==> src/rtl/sprite_buffer.sv <==
// Per-scanline sprite buffer: captures up to MAX_SPRITES visible sprites during OAM scan and
// reports, one tick after each query, the lowest-slot sprite whose fetch must start at the current pixel.
module sprite_buffer #(
  parameter int MAX_SPRITES = 10,
  parameter int NUM_SPRITES = 40
) (
  input  logic                           clk_in,
  input  logic                           rst_in,
  input  logic                           tick_in,
  input  logic                           scan_start_in,
  input  logic                           add_valid_in,
  input  logic [$clog2(NUM_SPRITES)-1:0] add_index_in,
  input  logic [7:0]                     add_x_in,
  input  logic                           query_en_in,
  input  logic [7:0]                     pixel_x_in,
  input  logic                           fetch_done_in,
  output logic [3:0]                     count_out,
  output logic                           full_out,
  output logic                           overflow_out,
  output logic                           hit_out,
  output logic [3:0]                     hit_slot_out,
  output logic [$clog2(NUM_SPRITES)-1:0] hit_index_out,
  output logic [7:0]                     hit_x_out
);

  localparam int          IW      = $clog2(NUM_SPRITES);
  localparam logic [3:0]  MAX_CNT = 4'(MAX_SPRITES);

  logic [IW-1:0] slot_index [MAX_SPRITES];
  logic [7:0]    slot_x     [MAX_SPRITES];
  logic          slot_valid [MAX_SPRITES];
  logic          slot_done  [MAX_SPRITES];

  logic          ack;
  logic          any_match;
  logic [3:0]    sel_slot;
  logic [IW-1:0] sel_index;
  logic [7:0]    sel_x;

  assign ack      = fetch_done_in & hit_out;
  assign full_out = (count_out == MAX_CNT);

  // Lowest matching slot wins; the slot being acknowledged this tick is already treated as done.
  always_comb begin
    any_match = 1'b0;
    sel_slot  = '0;
    sel_index = '0;
    sel_x     = '0;
    for (int i = MAX_SPRITES - 1; i >= 0; i--) begin
      if (slot_valid[i] && !slot_done[i] && !(ack && hit_slot_out == 4'(i)) &&
          ({1'b0, slot_x[i]} <= ({1'b0, pixel_x_in} + 9'd8))) begin
        any_match = 1'b1;
        sel_slot  = 4'(i);
        sel_index = slot_index[i];
        sel_x     = slot_x[i];
      end
    end
  end

  always_ff @(posedge clk_in or negedge rst_in) begin
    if (!rst_in) begin
      for (int i = 0; i < MAX_SPRITES; i++) begin
        slot_valid[i] <= 1'b0;
        slot_done[i]  <= 1'b0;
        slot_index[i] <= '0;
        slot_x[i]     <= '0;
      end
      count_out     <= '0;
      overflow_out  <= 1'b0;
      hit_out       <= 1'b0;
      hit_slot_out  <= '0;
      hit_index_out <= '0;
      hit_x_out     <= '0;
    end else if (tick_in) begin
      if (scan_start_in) begin
        // New line: clear first, then a coincident add lands in slot 0.
        for (int i = 0; i < MAX_SPRITES; i++) begin
          slot_valid[i] <= 1'b0;
          slot_done[i]  <= 1'b0;
        end
        overflow_out <= 1'b0;
        hit_out      <= 1'b0;
        if (add_valid_in) begin
          slot_index[0] <= add_index_in;
          slot_x[0]     <= add_x_in;
          slot_valid[0] <= 1'b1;
          count_out     <= 4'd1;
        end else begin
          count_out <= '0;
        end
      end else begin
        for (int i = 0; i < MAX_SPRITES; i++) begin
          if (ack && hit_slot_out == 4'(i)) begin
            slot_done[i] <= 1'b1;
          end
          if (add_valid_in && count_out == 4'(i)) begin
            slot_index[i] <= add_index_in;
            slot_x[i]     <= add_x_in;
            slot_valid[i] <= 1'b1;
            slot_done[i]  <= 1'b0;
          end
        end
        if (add_valid_in) begin
          if (count_out < MAX_CNT) begin
            count_out <= count_out + 4'd1;
          end else begin
            overflow_out <= 1'b1;
          end
        end
        if (query_en_in && any_match) begin
          hit_out       <= 1'b1;
          hit_slot_out  <= sel_slot;
          hit_index_out <= sel_index;
          hit_x_out     <= sel_x;
        end else begin
          hit_out <= 1'b0;
        end
      end
    end
  end

endmodule

==> config.mk <==
export PLATFORM = sky130hd
export DESIGN_NAME = sprite_buffer
export DESIGN_NICKNAME = d
export VERILOG_FILES = /design/src/rtl/sprite_buffer.sv
export SDC_FILE = /design/constraint.sdc
export NUM_CORES = 1
export LEC_CHECK = 0
export ABC_CLOCK_PERIOD_IN_PS = 3500
export CAP_MARGIN = 20
export CELL_PAD_IN_SITES_DETAIL_PLACEMENT = 0
export CELL_PAD_IN_SITES_GLOBAL_PLACEMENT = 1
export CORE_MARGIN = 2
export CORE_UTILIZATION = 50
export CTS_CLUSTER_SIZE = 24
export DETAILED_ROUTE_END_ITERATION = 6
export DONT_BUFFER_PORTS = 1
export GPL_ROUTABILITY_DRIVEN = 0
export GPL_TIMING_DRIVEN = 0
export PLACE_DENSITY_LB_ADDON = 0.08
export SETUP_SLACK_MARGIN = 0.15
export SYNTH_ARGS = -nofsm -noshare
export SYNTH_HDL_FRONTEND = slang
export SYNTH_SLANG_ARGS = --single-unit
==> constraint.sdc <==
create_clock -name clk_in -period 3.5 [get_ports clk_in]
set_input_delay 0.35 -clock clk_in [delete_from_list [all_inputs] [get_ports clk_in]]
set_output_delay 0.35 -clock clk_in [all_outputs]
set_load 0.02 [all_outputs]
[After elaboration in Yosys (flattened, before gate mapping)]
Cells that the tools add are included.
Widths: inputs -> output; s select.
Cells by class
  eq/ne operators: 21
  mux-type cells: 88
  bitwise logic cells: 2
  magnitude comparators: 11
  reductions and logical operators: 128
  add/sub/neg operators: 2
Operators by type and width (count)
  $mux 8: 13
  $le 8x9->1: 10
  $mux 6: 13
  $mux 4: 13
  $logic_and 1x1->1: 51
  $mux 1: 47
  $reduce_and 2->1: 20
  $reduce_and 3->1: 13
  $eq 4x3->1 const B: 8
  $reduce_bool 3->1: 10
  $reduce_bool 2->1: 12
  $eq 4x4->1 const B: 5
  $logic_not 1->1: 20
  $mux 10: 2
  $eq 4x2->1 const B: 4
  $add 8x4->9 const B: 1
  $eq 4x1->1 const B: 2
  $logic_not 4->1: 2
  $add 4x1->4 const B: 1
  $lt 4x4->1 const B: 1
  $ne 2x1->1 const B: 1
  $ne 2x2->1 const B: 1
  $and 1x1->1: 1
  $not 1->1: 1
Storage, ports and cells
  logic and storage cells: 298
  output and inout bits: 25
  register bits: 184
  bits of input ports: 29

[Logic depth before layout (Yosys ltp)]
  depth after elaboration: 18
  mapped depth: 16
  gate-level depth less buffers: 13

[Worst setup path after synthesis]
OpenSTA, ideal clock, no wires.
  path kind: input -> register
  from: in pixel_x_in[3]
  to: reg hit_index_out[0]
  library setup time: 0.129 ns
  path slack: 0.164 ns
  stages on the path: 14
  path buffers: 2
  data arrival time: 3.207 ns
  data required time: 3.371 ns
  cells stage by stage: ha_1 > xnor2_1 > ha_1 > a21oi_1 > a21boi_0 > o21ai_0 > o2111ai_1 > nand2_1 > or3_1 > clkbuf_2 > clkbuf_1 > nor2_1 > a211oi_1 > a21oi_1
Between the ends
  cells in the longest elaborated chain, start to end: 15
  elaborated cells between the ends (all ways): 43
  classes of those cells: 1 x add/sub; 10 x order compare; 20 x mux; 12 x reduce/logical
Ends and longest elaborated chain
  start, declared: line 15  | input logic [7:0] pixel_x_in,
  $add 8x4->9 *: line 51  | ({1'b0, slot_x[i]} <= ({1'b0, pixel_x_in} + 9'd8))) begin
  $le 8x9->1: line 51
  $logic_and 1x1->1: line 50  | if (slot_valid[i] && !slot_done[i] && !(ack && hit_slot_out == 4'(i)) &&
  $mux 1 (10 in series): line 50
  $logic_and 1x1->1: line 110  | if (query_en_in && any_match) begin
  $reduce_and 3->1 (no line)
  end signal, assigned: line 113  | hit_index_out <= sel_index;
  end, declared: line 22  | output logic [$clog2(NUM_SPRITES)-1:0] hit_index_out,
Every way passes the cells marked *; elsewhere a longest branch is shown, timed or not.
A chain may end at the register's enable or synchronous reset.

[Final worst setup path]
  from: in pixel_x_in[4]
  to: reg hit_x_out[6]
Between the ends
  cells in the longest elaborated chain, start to end: 15
  elaborated cells between the ends (all ways): 43
  classes of those cells: 1 x add/sub; 10 x order compare; 20 x mux; 12 x reduce/logical
Ends and longest elaborated chain
  $add 8x4->9 *: line 51
  $le 8x9->1: line 51
  $logic_and 1x1->1: line 50
  $mux 1 (10 in series): line 50
  $logic_and 1x1->1: line 110
  $reduce_and 3->1 (no line)
  end signal, assigned: line 114  | hit_x_out <= sel_x;
  end, declared: line 23  | output logic [7:0] hit_x_out
Marked as above.

==> results.py <==
metrics = {
    "run_status": {
        "status": "complete, but fails checks",
        "violations": "design-rule violations, negative hold slack",
    },
    "synth": {
        "yosysWarnings": 0,
        "synthCells": 1041,
        "netlist_top_cells_area": "dfrtp_1 (43%), mux2_2 (14%), ha_1 (8.8%)",
        "synth_cell_types": 74,
        "synth_top_flop_cell": "dfrtp_1",
        "synth-seq-cells": 184,
        "netlist.area_leader.share": 0.426,
        "synth_fp_nets": 1146,
        "synthArstFlopShare": 1.00,
        "synth-edff-count": 0,
        "yosysMostFrequentCell": "dfrtp_1",
        "seq_area_frac_synth": 0.426,
        "synth_area_per_cell_sq_um": 10.4,
        "yosys.area.top_type": "dfrtp_1",
        "netlist_top_cells_count": "dfrtp_1 (184), mux2_2 (136), a21oi_1 (106)",
        "synth_area_sq_mm": 0.0108,
    },
    "setup_path": {
        "arrival_ns": 3.58,
        "start_kind": "input port",
        "path_delay_family": "compound AO/OA/AOI/OAI gates",
        "path_cells": "ha_2, clkinvlp_4, buf_4, ha_1, and3_1, o21ai_0, nand2_1, a221o_1, a21o_1, a311oi_1, o21ai_0, a211oi_1, a21oi_1",
        "cp_slowest_cell": "a211oi_1",
        "r2r-end": "hit_x_out[5]",
        "reg2reg_depth": 10,
        "critPathMaxStageDelay_ns": 0.42,
        "crit_fanout": 6,
        "rrSetupSlack_ns": 0.31,
        "end_kind": "flip-flop",
        "r2r-start": "hit_slot_out[0]",
        "cp_data_required_time_ns": 3.82,
        "critical_path_class": "in2reg",
        "critPathLaunch": "pixel_x_in[4]",
        "path_buf_inv": 2,
        "cp_common_cell": "o21ai_0",
    },
    "sta": {
        "tightest_slew_ns": 0.992,
        "slew_viol_final": 0,
        "rsz0062_at_grt": "true",
        "finalHoldViolCount": 184,
        "worst_slack_ns": 0.244,
        "clock_skew_ns": 0.00667,
        "whs_ns": -0.409,
        "setup_viol": 0,
        "max_freq_ghz": 0.307,
        "finalCriticalPeriod_ns": 3.26,
        "max_slew_margin": 0.336,
        "min_period_over_period": 0.930,
    },
    "global_routing": {
        "grt_pass1_vias": 8318,
        "track_usage": 0.289,
        "grt_max_degree": 185,
        "grt_pass1_wl_um": 48900,
        "grt-ovfl-total": 0,
        "antenna_found_initial": 0,
    },
    "power_and_ir_drop": {
        "p_leak_uw": 0.00565,
        "p_per_area_mw_per_mm2": 568,
        "ir_drop_v": 0.000313,
    },
    "routing": {
        "drc": 2,
        "drtAntennaViolNets": 0,
        "first_iter_violations": 573,
        "drt-pass1-iter-count": 7,
        "vias": 8461,
        "avgRoutedWirePerCell_um": 23.4,
        "routed_wl_um": 32000,
        "vias_per_cell": 6.17,
    },
    "clocking": {
        "numClockSinks": 184,
        "cts_tree": "done",
        "cts-buffers-inserted": 17,
        "path_clk_slew_ns": 0.08,
        "clk_latency_ns": 0.45,
        "clockRootBuffer": "clkbuf_16",
        "cts.path.max_buffers": 2,
        "htreeDepth": 4,
    },
    "floorplanning": {
        "io_pins": 54,
        "dieArea_sq_mm": 0.0228,
        "die_h_um": 151,
        "num_rows": 53,
        "die_w_um": 151,
        "core_sq_mm": 0.0211,
        "initial_core_util": 0.512,
    },
    "layout": {
        "area_growth_pct": 12.9,
        "final_nets": 1189,
        "drive_gt1_frac": 0.255,
        "diodes": 0,
    },
    "place": {
        "io_buffers": 0,
        "place_ws_ns": -1.18,
        "dp_hpwl_um": 23800,
    },
    "run": {
        "cap_viol_max_count": 0,
    },
    "min_path": {
        "min_path_type": "in2async",
    },
}
flip-flops by register name (all words and copies together), names as in the netlist:
name,count
overflow_out,1
count_out,4
slot_valid,10
hit_x_out,8
slot_x,80
slot_index,60
hit_slot_out,4
hit_out,1
slot_done,10
hit_index_out,6
cells in the final DEF, fill, tap and decap left out, types with 8 or more instances in the layout:
cell type    n
nand3b_1     8
clkbuf_2    13
nor3_1      16
buf_1       13
and3_1      18
mux2_2     136
ha_1        75
a221oi_1    11
clkbuf_16   17
nand4_1     22
nand2b_1     9
a31oi_1      8
o21ai_0     53
a21o_1      20
a211oi_2    13
clkbuf_1    25
o22ai_1     12
nand3_1     29
nand2_1     57
nor2_1      51
dfrtp_1    182
buf_4       24
a21oi_1    104
inv_1       29
kinds of logic (layout without fill, tap and decap cells):
logic type                 after synthesis  after routing  synth area share
adders and majority gates               79             79            0.0911
buffers and inverters                   98            153            0.0388
AOI/OAI and AO/OA                      295            295             0.178
and+or+nand+nor                        237            237             0.110
xor gates and xnor gates                12             12            0.0140
muxes                                  136            136             0.142
DFF                                    184            184             0.426
timing repair:
item / in CTS / in global routing
endpoints found under the setup margin: 19 / 17
gates resized for setup: 24 / 52
hold endpoints to repair: 184 / 184
buffers inserted: 8 / 13
gates cloned: 0 / 1
pin swaps: 3 / 7
final cells by class:
cell class              count  area (sq um)
clock inverters            14           189
clock buffers              17           425
repair inverters            1          7.51
flip-flops and latches    184          4610
inverters                  31           123
well taps                 275           344
plain buffers              67           335
fillers                  1922          8900
repair buffers             23           173
multi-input cells         759          5980
per-layer routing:
metal / vias up / global-route usage / share of wire
met3: 37 / 0.0524 / 0.055
met2: 224 / 0.455 / 0.46
li1: 3959 / - / -
met4: 0 / 0.0855 / 0.019
met1: 4241 / 0.409 / 0.47
met5: - / 0 / 0
report_power, final:
group	internal, uW	switching (uW)
Combinational	806	989
Sequential	2560	520
Clock	1090	962
per-stage QoR:
| step | instance area (sq um) | TNS, ns | utilization | total power [uW] | cells |
|---|---|---|---|---|---|
| after floorplan | 10800 | 0 | - | 4220 | 1041 |
| after CTS | 11900 | 0 | 0.566 | 6840 | 1357 |
| final | 12200 | 0 | 0.578 | 6920 | 1371 |
| after global placement | 11100 | -20.85 | 0.528 | 4700 | 1316 |
| after detailed placement | 11200 | -18.49 | 0.529 | 4750 | 1318 |
| after global routing | 12200 | 0 | 0.578 | 7280 | 1371 |
worst max path at each step:
stage / endpoint / cells past startpoint / slack [ns]
after detailed placement: hit_index_out[3] / 15 / -1.18
final: hit_x_out[6] / 13 / 0.24
after floorplan: hit_index_out[0] / 14 / 0.16
after global placement: hit_index_out[3] / 14 / -1.23
after global routing: hit_index_out[4] / 15 / 0.12
after CTS: hit_x_out[7] / 16 / 0.15
(Power assumes the default switching activity.)
